## config.mk

```make
export PLATFORM = sky130hd
export DESIGN_NAME = serial_subtractor
export DESIGN_NICKNAME = d
export VERILOG_FILES = /design/src/rtl/serial_subtractor.sv
export SDC_FILE = /design/constraint.sdc
export NUM_CORES = 1
export LEC_CHECK = 0
export BUFFER_PORTS_ARGS = -buffer_cell sky130_fd_sc_hd__buf_2
export CORE_AREA = 2 2 51 53
export DETAILED_ROUTE_END_ITERATION = 16
export DIE_AREA = 0 0 53 55
export HOLD_SLACK_MARGIN = 0.05
export PLACE_DENSITY_LB_ADDON = 0.3
export REMOVE_ABC_BUFFERS = 1
export SLEW_MARGIN = 20
export SYNTH_ARGS = -nofsm -noshare
export SYNTH_HDL_FRONTEND = slang
export SYNTH_SLANG_ARGS = --single-unit
```

## constraint.sdc

```tcl
create_clock -name clock -period 1.9 [get_ports clock]
set_clock_uncertainty 0.2 [all_clocks]
set_input_delay 0.38 -clock clock [delete_from_list [all_inputs] [get_ports clock]]
set_output_delay 0.38 -clock clock [all_outputs]
set_load 0.02 [all_outputs]
```

## src/rtl/serial_subtractor.sv

```systemverilog
// Bit-serial two's-complement subtractor, LSB first.
// One full-subtractor cell; start/busy/done handshake.
module serial_subtractor #(
  parameter int WIDTH = 4
) (
  input  logic             clock,
  input  logic             reset,
  input  logic             start,
  input  logic [WIDTH-1:0] A,
  input  logic [WIDTH-1:0] B,
  input  logic             Bin,
  output logic             busy,
  output logic             done,
  output logic [WIDTH-1:0] D,
  output logic             Bout
);

  localparam int CW = (WIDTH > 2) ? $clog2(WIDTH) : 1;
  localparam logic [CW-1:0] LAST = CW'(WIDTH - 1);

  localparam logic [0:0] IDLE  = 1'b0;
  localparam logic [0:0] SHIFT = 1'b1;

  logic [0:0]       state_q, state_d;
  logic [WIDTH-1:0] a_sh_q, a_sh_d;
  logic [WIDTH-1:0] b_sh_q, b_sh_d;
  logic [WIDTH-1:0] r_sh_q, r_sh_d;
  logic             br_q, br_d;
  logic [CW-1:0]    cnt_q, cnt_d;
  logic [WIDTH-1:0] d_q, d_d;
  logic             bout_q, bout_d;
  logic             done_q, done_d;

  logic a_bit, b_bit;
  logic diff_bit, borrow_nxt;

  assign a_bit      = a_sh_q[0];
  assign b_bit      = b_sh_q[0];
  assign diff_bit   = a_bit ^ b_bit ^ br_q;
  assign borrow_nxt = (~a_bit & b_bit) | (~a_bit & br_q) | (b_bit & br_q);

  always_comb begin
    state_d = state_q;
    a_sh_d  = a_sh_q;
    b_sh_d  = b_sh_q;
    r_sh_d  = r_sh_q;
    br_d    = br_q;
    cnt_d   = cnt_q;
    d_d     = d_q;
    bout_d  = bout_q;
    done_d  = 1'b0;
    case (state_q)
      IDLE: begin
        if (start) begin
          a_sh_d  = A;
          b_sh_d  = B;
          br_d    = Bin;
          cnt_d   = '0;
          state_d = SHIFT;
        end
      end
      SHIFT: begin
        a_sh_d = a_sh_q >> 1;
        b_sh_d = b_sh_q >> 1;
        r_sh_d = {diff_bit, r_sh_q[WIDTH-1:1]};
        br_d   = borrow_nxt;
        cnt_d  = cnt_q + 1'b1;
        // last bit: publish the full result including this bit
        if (cnt_q == LAST) begin
          d_d     = {diff_bit, r_sh_q[WIDTH-1:1]};
          bout_d  = borrow_nxt;
          done_d  = 1'b1;
          cnt_d   = '0;
          state_d = IDLE;
        end
      end
      default: state_d = IDLE;
    endcase
  end

  always_ff @(posedge clock) begin
    if (reset) begin
      state_q <= IDLE;
      a_sh_q  <= '0;
      b_sh_q  <= '0;
      r_sh_q  <= '0;
      br_q    <= 1'b0;
      cnt_q   <= '0;
      d_q     <= '0;
      bout_q  <= 1'b0;
      done_q  <= 1'b0;
    end else begin
      state_q <= state_d;
      a_sh_q  <= a_sh_d;
      b_sh_q  <= b_sh_d;
      r_sh_q  <= r_sh_d;
      br_q    <= br_d;
      cnt_q   <= cnt_d;
      d_q     <= d_d;
      bout_q  <= bout_d;
      done_q  <= done_d;
    end
  end

  assign busy = (state_q == SHIFT);
  assign done = done_q;
  assign D    = d_q;
  assign Bout = bout_q;

endmodule

```

# After elaboration in Yosys (flattened, before gate mapping)
# Index checks and enable logic that the tools add are counted.
# totals
ff_bits	22
input_bits	12
output_inout_bits	7
word_cells	36
# classes
n_addsub	1
eq_ne	2
mux	13
bitwise_logic	9
n_reduce_logical	2
# ops
op	count
4-bit one-hot mux with 2 select lines	2
4-bit 2-to-1 mux	2
1-bit 2-to-1 mux	4
2-bit 2-to-1 mux	2
1-bit one-hot mux with 2 select lines	2
2-bit one-hot mux with 2 select lines	1
1-bit bitwise AND	3
2-bit by 1-bit adder with 2-bit output, second input constant	1
2-bit equality test, second input constant	1
2-bit != test, second input constant	1
1-bit inverter	2
1-bit bitwise OR	2
2-bit AND reduction	1
2-bit OR reduction	1
1-bit bitwise XOR	2

# Logic depth before layout (Yosys ltp)
# Gate-level depths: netlist of the first run.
# depth
depth_word	5
mapped_depth	4
ltp_nobuf	4

# Worst setup path after synthesis of the first run
# No wires, ideal clock.
# synth_timing
path_type	reg2reg
from	register a_sh_q[0]
to	register d_q[3], in the netlist D[3]
setup_time_ns	0.091
arrival_ns	1.071
t_required_ns	1.609
slack_ns	0.538
path_stages_with_launch	4
n_path_buf	0
period_less_slack_ns	1.362
path_cell_list	dfxtp_1 inv_1 fa_1 a311oi_1
# synth_between
elab_chain_cells	2
# synth_lines
item	line	rtl
start: declaration	25	logic [WIDTH-1:0] a_sh_q, a_sh_d;
start signal: assignment	94	a_sh_q <= a_sh_d;
1-bit bitwise XOR (2 in series)	39	assign diff_bit = a_bit ^ b_bit ^ br_q;
end signal: assignment	89	d_q <= '0;
end signal: assignment	99	d_q <= d_d;
end: declaration	30	logic [WIDTH-1:0] d_q, d_d;
# No other way between the ends.
# A chain may end at the register's enable or synchronous reset.

# Worst setup path after layout of the first run
# layout_timing
from	register state_q, in the netlist busy
to	output port busy
# layout_lines
item	line	rtl
start: declaration	24	logic [0:0] state_q, state_d;
start signal: assignment	93	state_q <= state_d;
end: declaration	12	output logic busy,
# No word-level cell between the ends.

==> impl_metrics.ini, run 1 <==
[sta]
finalSetupViolCount = 0
min_period_over_period_pct = 85.03
timing.final.crit_period_ns = 1.616
worst_slew_pin_slew_ns = 0.4413
rsz0062_at_grt = no
slew_violations = 0
tns_ns = 0
clock.fmax_mhz = 619.0
hold_violations = 0
final.setup.worst_slack_ns = 0.2844
worst_hold_slack_ns = 0.1608
slew_headroom_pct = 70.58

[worst_setup_path]
cpLargestDelayFamily = flip-flops
cp_data_required_time_ns = 1.32
crit_buf_inv = 1
cp.depth = 1
start_kind = flip-flop
crit_fanout = 17
worstSetupPathType = flip-flop to output port
cp.arrival_ns = 1.04
crit_path_end_kind = output port
path_cells = buf_2
critPathMaxStageDelay_ns = 0.51
cp_slowest_cell = dfxtp_2
r2r_cells = 3

[drt]
dr.pass1.iters = 4
routed_via_density = 4.940
drt_iter0_drc = 7
wl_per_cell_um = 11.74
drc = 0
vias = 662
wl_mm = 1.573
ant_nets = 0

[synthesis]
seq_area_frac_synth_pct = 46.93
synthMostInstantiatedCell = dfxtp_1
postSynthCellCount = 88
yosys_register_bits = 21
netlist_area_um2 = 895.9
synth_area_leaders = dfxtp_1 47%, mux2i_1 12%, a211oi_1 6.7%
synth-edff-count = 0
ys.flop_type = dfxtp_1
synthTopCellsByCount = 21 x dfxtp_1, 11 x mux2i_1, 8 x a211oi_1, 8 x a21oi_1, 7 x nor2b_1
synth_cell_type_count = 21
syn_area_per_cell_um2 = 10.18
synth_top_area_share_pct = 46.93
yosys.area.top_type = dfxtp_1
async_reset_ff_share_pct = 0
yosys_warnings = 0

[global_route]
first_global_vias = 622
busiest_layer = met2
grt_max_degree = 22
use_met2_pct = 21.46
grt_overflow = 0
gr-usage-all-layers_pct = 12.53
antenna_found_initial = 0
use_met3_pct = 5.376
grt_pass1_wl_mm = 2.628
gr-usage-met1_pct = 14.69

[floorplanning]
start_util_pct = 37.88
dieWidth_um = 53
core_area_um2 = 2365
io_pins = 19
fp.dieH_um = 55
dieArea_um2 = 2915
rows = 18

[worst_hold_path]
min_path_cells = 3
min_path_type = input port to flip-flop

[pwr]
p_leak_nw = 0.4381
power_density_nw_per_um2 = 784.1
irDropWorstVdd_mv = 0.3871

[cells_and_area]
drive_above_1_share_pct = 27.88
final_area_um2 = 1018
num-nets-final = 119
stdcell_count = 134
diodes = 0
synthToLayoutAreaGrowth_pct = 13.69

[cts]
htreeDepth = 1
insertion_delay_ns = 0.30
clock-sinks = 21
cts_root_buffer = clkbuf_4
cts_tree = built
cts_hold_buf = 0
clkTransAtPathRegs_ns = 0.12
cts_buffers = 3
postCtsSetupBuffers = 0
cts.path.max_buffers = 2

[placed_design]
place_hpwl_mm = 1.093
io_buffers = 18
pre_cts_ws_ns = 0.3897
place_area_um2 = 989.7
place.gp.congestion = 0.6925
placed_cells = 130

[run]
cap_violations = 0

[run_status]
status = completed
[path summary, 6_finish.rpt]
| path | start | endpoint | slack [ns] |
|---|---|---|---|
| setup reg to reg | cnt_q[0] | cnt_q[0] | 0.41 |
| hold reg to reg | r_sh_q[1] | D[0] | 0.29 |
| setup / recovery | busy | busy | 0.28 |
| hold / removal | A[3] | a_sh_q[3] | 0.16 |
[area by class of cell]
type,count,area [um2]
clock buffer,3,22.52
clock inverter,1,5.005
fill,250,1346
inverter,2,7.507
multi-input combinational,58,426.7
sequential,21,421.7
tap,30,37.54
timing repair buffer,19,97.59
[per-stage QoR]
step,utilization [%],power (mW)
CTS,43.02,0.8134
global placement,41.85,0.5927
global route,43.07,0.8571
finish,43.07,0.7986
floorplan,-,0.5534
detailed placement,41.85,0.5981
[layout by cell type, fill, tap and decap left out]
cell type	count
inv_1	2
mux2i_1	11
nand2b_1	2
dfxtp_1	20
nor3_1	2
a311oi_1	1
ha_1	1
buf_4	1
clkinv_2	1
a21oi_1	8
or3b_2	1
clkbuf_4	3
a211oi_1	8
nor2b_1	7
or3b_1	2
dfxtp_2	1
nand2_1	2
nor2_1	4
nand3_1	4
a21bo_2	4
fa_1	1
buf_2	18
[report_power, final]
group / internal, mW / switching (mW)
Sequential: 0.465 / 0.0206
Clock: 0.0785 / 0.134
Combinational: 0.0489 / 0.0520
[logic make-up (layout without fill, tap and decap cells)]
kind of cell | Yosys count | in the layout | synth area share (%)
buffers and inverters | 9 | 25 | 5.447
adders and majority gates | 2 | 2 | 3.631
DFF | 21 | 21 | 46.93
muxes | 11 | 11 | 12.29
AOI/OAI and AO/OA | 21 | 21 | 16.62
and+or+nand+nor | 24 | 24 | 15.08
[registers in the layout, indices dropped and copies added, names as in the netlist]
name / cells
done: 1
r_sh_q: 3
br_q: 1
D: 4
b_sh_q: 4
busy: 1
a_sh_q: 4
Bout: 1
cnt_q: 2
[routing by layer]
layer / up-vias / routed length (um) / part of all wire [%]
met4: 0 / 0 / 0
met3: 0 / 102 / 6.5
met2: 18 / 705 / 45
met1: 302 / 765 / 49
met5: - / 0 / 0
li1: 342 / - / -
[what timing repair did]
action / 4_1_cts / 5_1_grt
gates resized for setup: 0 / 1
setup endpoints to repair: 0 / 1
endpoints found under the hold margin: 0 / 0
Note: power is estimated with default switching activity, not from simulation.
==> run 2: changes to the inputs <==
--- a/config.mk
+++ b/config.mk
@@ -10,8 +10,10 @@
 export DETAILED_ROUTE_END_ITERATION = 16
 export DIE_AREA = 0 0 53 55
 export HOLD_SLACK_MARGIN = 0.05
+export MAX_ROUTING_LAYER = met4
 export PLACE_DENSITY_LB_ADDON = 0.3
 export REMOVE_ABC_BUFFERS = 1
+export SETUP_SLACK_MARGIN = 0.4
 export SLEW_MARGIN = 20
 export SYNTH_ARGS = -nofsm -noshare
 export SYNTH_HDL_FRONTEND = slang
==> run 2 against run 1 <==
Total power is 0.92% higher. Sequential share of layout area is 0.46 points lower. Fmax is 13% higher. Wire length is 1.8% higher. Sequential power is 1% lower. Register-to-register slack better by 0.06 ns. Cell count is 0.75% higher. Final area is 1.7% higher. Non-clock buffer count is 1 higher. Clock power hardly changed. Largest power group unchanged. Global-route usage is 0.47 points higher. Utilization is 0.74 points higher. Critical endpoint is now D[3].
==> impl_metrics.ini, run 2 (synthesized netlist as in run 1, its figures left out) <==
[worst_hold_path]
min_path_cells = 3
hp-start = A[3]
min_path_type = input port to flip-flop
hold_path_end = a_sh_q[3]

[pwr]
p_leak_nw = 0.4415
power_density_nw_per_um2 = 778.0
irDropWorstVdd_mv = 0.3964
power_mw = 0.8060

[sta]
slew_headroom_pct = 73.66
final.setup.worst_slack_ns = 0.4734
timing.final.crit_period_ns = 1.427
worst_hold_slack_ns = 0.1606
rsz0062_at_grt = yes
tns_ns = 0
min_period_over_period_pct = 75.08
slew_violations = 0
finalSetupViolCount = 0
clock.fmax_mhz = 701.0
hold_violations = 0
worst_slew_pin_slew_ns = 0.3951

[worst_setup_path]
crit_fanout = 2
r2r_start = a_sh_q[0]
cp.arrival_ns = 1.45
start_kind = flip-flop
r2r_cells = 3
cp_data_required_time_ns = 1.93
timing.rr.end = D[3]
crit_path_end_kind = flip-flop
reg2reg_slack_ns = 0.47
worstSetupPathType = flip-flop to flip-flop

[floorplanning]
rows = 18
dieArea_um2 = 2915
core_area_um2 = 2365
start_util_pct = 37.88
dieWidth_um = 53
fp.dieH_um = 55
io_pins = 19

[placed_design]
placed_cells = 130
place_hpwl_mm = 1.093
pre_cts_ws_ns = 0.3897
io_buffers = 18
place.gp.congestion = 0.6999
place_area_um2 = 989.7

[cells_and_area]
drive_above_1_share_pct = 30.48
num-nets-final = 120
diodes = 0
final_cell_mix = 20 x dfxtp_1, 18 x buf_2, 11 x mux2i_1
final_core_util_pct = 43.81
stdcell_count = 135
layout_commonest_cell = dfxtp_1
final_area_um2 = 1036
synthToLayoutAreaGrowth_pct = 15.64

[drt]
vias = 667
ant_nets = 0
drc = 0
routed_via_density = 4.941
wl_mm = 1.602
drt_iter0_drc = 10
dr.pass1.iters = 4
wl_per_cell_um = 11.87

[global_route]
antenna_found_initial = 0
first_global_vias = 617
grt_max_degree = 22
gr-usage-all-layers_pct = 13.00
grt_overflow = 0
grt_pass1_wl_mm = 2.656

[cts]
cts_hold_buf = 0
cts_tree = built
cts_root_buffer = clkbuf_4
clkTransAtPathRegs_ns = 0.12
htreeDepth = 1
insertion_delay_ns = 0.30
cts_buffers = 3
cts.path.max_buffers = 2
clock-sinks = 21

[run_status]
status = completed

[run]
cap_violations = 0
## run 2: worst max path at each step
stage	startpoint	to	slack [ns]	depth (start not counted)
2_1_floorplan	busy	cnt_q[0]	0.25	2
3_3_place_gp	busy	D[3]	0.43	3
3_5_place_dp	busy	r_sh_q[2]	0.39	3
4_1_cts	a_sh_q[0]	D[3]	0.43	3
5_1_grt	a_sh_q[0]	D[3]	0.40	3
6_report	a_sh_q[0]	D[3]	0.47	3
## run 2: worst max-delay path: stages, from the launching register on
cell      delay, ns
dfxtp_1        0.36
inv_1          0.06
fa_1           0.52
a311oi_1       0.21
## run 2: cell type report
| class | count | area [um2] |
|---|---|---|
| Sequential cell | 21 | 424.2 |
| Fill cell | 248 | 1329 |
| Inverter | 2 | 7.507 |
| Multi-Input combinational cell | 58 | 434.2 |
| Tap cell | 30 | 37.54 |
| Clock inverter | 1 | 5.005 |
| Timing Repair Buffer | 20 | 105.1 |
| Clock buffer | 3 | 22.52 |
## run 2: power breakdown
| group | switching (mW) | leakage (nW) | internal (mW) |
|---|---|---|---|
| Combinational | 0.0612 | 0.251 | 0.0531 |
| Clock | 0.134 | 0.0177 | 0.0784 |
| Sequential | 0.0146 | 0.172 | 0.464 |
## run 2: repair_timing
| item | in CTS | in global routing |
|---|---|---|
| buffers inserted | 1 | 0 |
| pin swaps | 0 | 2 |
| gates resized for setup | 3 | 1 |
| hold endpoints to repair | 0 | 0 |
| endpoints found under the setup margin | 4 | 2 |
## run 2: per-layer routing
metal | GRT usage, % | share of wire, %
met5 | - | 0
met4 | 2.564 | 0
met3 | 4.839 | 5.7
met2 | 21.46 | 45
met1 | 15.35 | 50
==> run 3: changes to the inputs <==
==> constraint.sdc (replaced) <==
create_clock -name clock -period 1.29 [get_ports clock]
set_clock_uncertainty 0.2 [all_clocks]
set_input_delay 0.258 -clock clock [delete_from_list [all_inputs] [get_ports clock]]
set_output_delay 0.258 -clock clock [all_outputs]
set_load 0.02 [all_outputs]
==> run 3 against run 2 <==
The run now ends with setup timing left. Total power rose by 60%. Largest cell class unchanged. Non-clock buffer count rose by 11. Final area rose by 28%.
==> impl_metrics.ini, run 3 (synthesized netlist as in run 1, its figures left out) <==
[run_status]
status = finished, violations left
violations = setup timing

[cts]
cts_hold_buf = 0
clkTransAtPathRegs_ns = 0.12
clock-sinks = 21
cts_root_buffer = clkbuf_4
insertion_delay_ns = 0.31
cts.path.max_buffers = 2
htreeDepth = 1
cts_tree = built
cts_buffers = 3

[worst_setup_path]
cpLargestDelayFamily = flip-flops
reg2reg_slack_ns = -0.05
crit_path_end_kind = output port
cp_slowest_cell = dfxtp_4
crit_buf_inv = 2
path_cells = buf_6 > buf_6
crit_fanout = 2
crit_top_cell = buf_6
cp_data_required_time_ns = 0.83
start_kind = flip-flop
critPathMaxStageDelay_ns = 0.36
cp.arrival_ns = 0.89
worstSetupPathType = flip-flop to output port

[floorplanning]
dieWidth_um = 53
core_area_um2 = 2365
start_util_pct = 37.88
rows = 18
fp.dieH_um = 55
dieArea_um2 = 2915
io_pins = 19

[sta]
tns_ns = -0.1345
worst_slew_pin_slew_ns = 0.5091
slew_violations = 0
final.setup.worst_slack_ns = -0.05744
clock.fmax_mhz = 742.1
timing.final.crit_period_ns = 1.347
slew_headroom_pct = 66.06
min_period_over_period_pct = 104.5
rsz0062_at_grt = yes
hold_violations = 0
finalSetupViolCount = 3
worst_hold_slack_ns = 0.07731

[drt]
dr.pass1.iters = 3
wl_mm = 1.818
ant_nets = 0
drc = 0
drt_iter0_drc = 1
routed_via_density = 5.034
wl_per_cell_um = 12.45
vias = 735

[placed_design]
place_hpwl_mm = 1.158
place_area_um2 = 1042
io_buffers = 18
place.gp.congestion = 0.6852

[cells_and_area]
diodes = 0
final_area_um2 = 1326
layout_commonest_cell = buf_6
final_cell_mix = 12 x buf_6, 11 x mux2i_1, 11 x buf_2
num-nets-final = 131
synthToLayoutAreaGrowth_pct = 48.04
drive_above_1_share_pct = 60.34

[pwr]
irDropWorstVdd_mv = 0.8235
power_density_nw_per_um2 = 971.0
p_leak_nw = 0.5314

[worst_hold_path]
min_path_type = input port to flip-flop

[global_route]
grt_pass1_wl_mm = 2.987
antenna_found_initial = 0
first_global_vias = 667
gr-usage-all-layers_pct = 14.66
grt_max_degree = 22
grt_overflow = 0

[run]
cap_violations = 0
-- run 3: cell types whose count changed in the layout (fill, tap and decap cells not counted), sizes merged --
cell and change:
clkinv -1, clkinvlp +1, buf +11, inv -1, clkbuf +1
-- run 3: worst register-to-register path, stage by stage (launching register included) --
cell	delay, ns
dfxtp_2	0.35
fa_2	0.59
a311oi_2	0.08
-- run 3: metrics by stage --
step	worst slack [ns]	cells	utilization (%)	power, mW
2_1_floorplan	-0.3572	81	-	0.8150
3_3_place_gp	-0.09253	137	44.07	0.8886
3_5_place_dp	-0.1112	137	44.07	0.8937
4_1_cts	-0.07248	144	54.18	1.293
5_1_grt	-0.08998	146	56.08	1.356
6_report	-0.05744	146	56.08	1.288
-- run 3: metal layers --
layer | vias up | wire length, um | GRT usage, %
li1 | 367 | - | -
met1 | 344 | 808 | 17.66
met2 | 21 | 889 | 23.75
met3 | 3 | 92 | 2.419
met4 | 0 | 28 | 7.692
met5 | - | 0 | -
-- run 3: cell type report --
cell class | instances | area (um2)
repair buffers | 31 | 277.8
well taps | 30 | 37.54
flip-flops and latches | 21 | 440.4
clock buffers | 4 | 26.28
multi-input cells | 58 | 533.0
inverters | 2 | 11.26
fillers | 232 | 1039
-- run 3: what timing repair did --
item,CTS,global route
endpoints found under the setup margin,28,28
pin swaps,22,6
buffers inserted,2,2
cloned,1,0
gates resized for setup,51,8
-- run 3: final timing paths --
path / depth (start not counted) / endpoint / from
worst max-delay path: 2 / busy / busy
worst min-delay path: 3 / br_q / Bin
worst max register to register: 2 / D[3] / br_q
worst min register to register: 2 / D[1] / r_sh_q[2]
-- run 3: where the power goes --
| group | internal, mW | switching [mW] |
|---|---|---|
| Combinational | 0.140 | 0.118 |
| Sequential | 0.686 | 0.0271 |
| Clock | 0.121 | 0.196 |
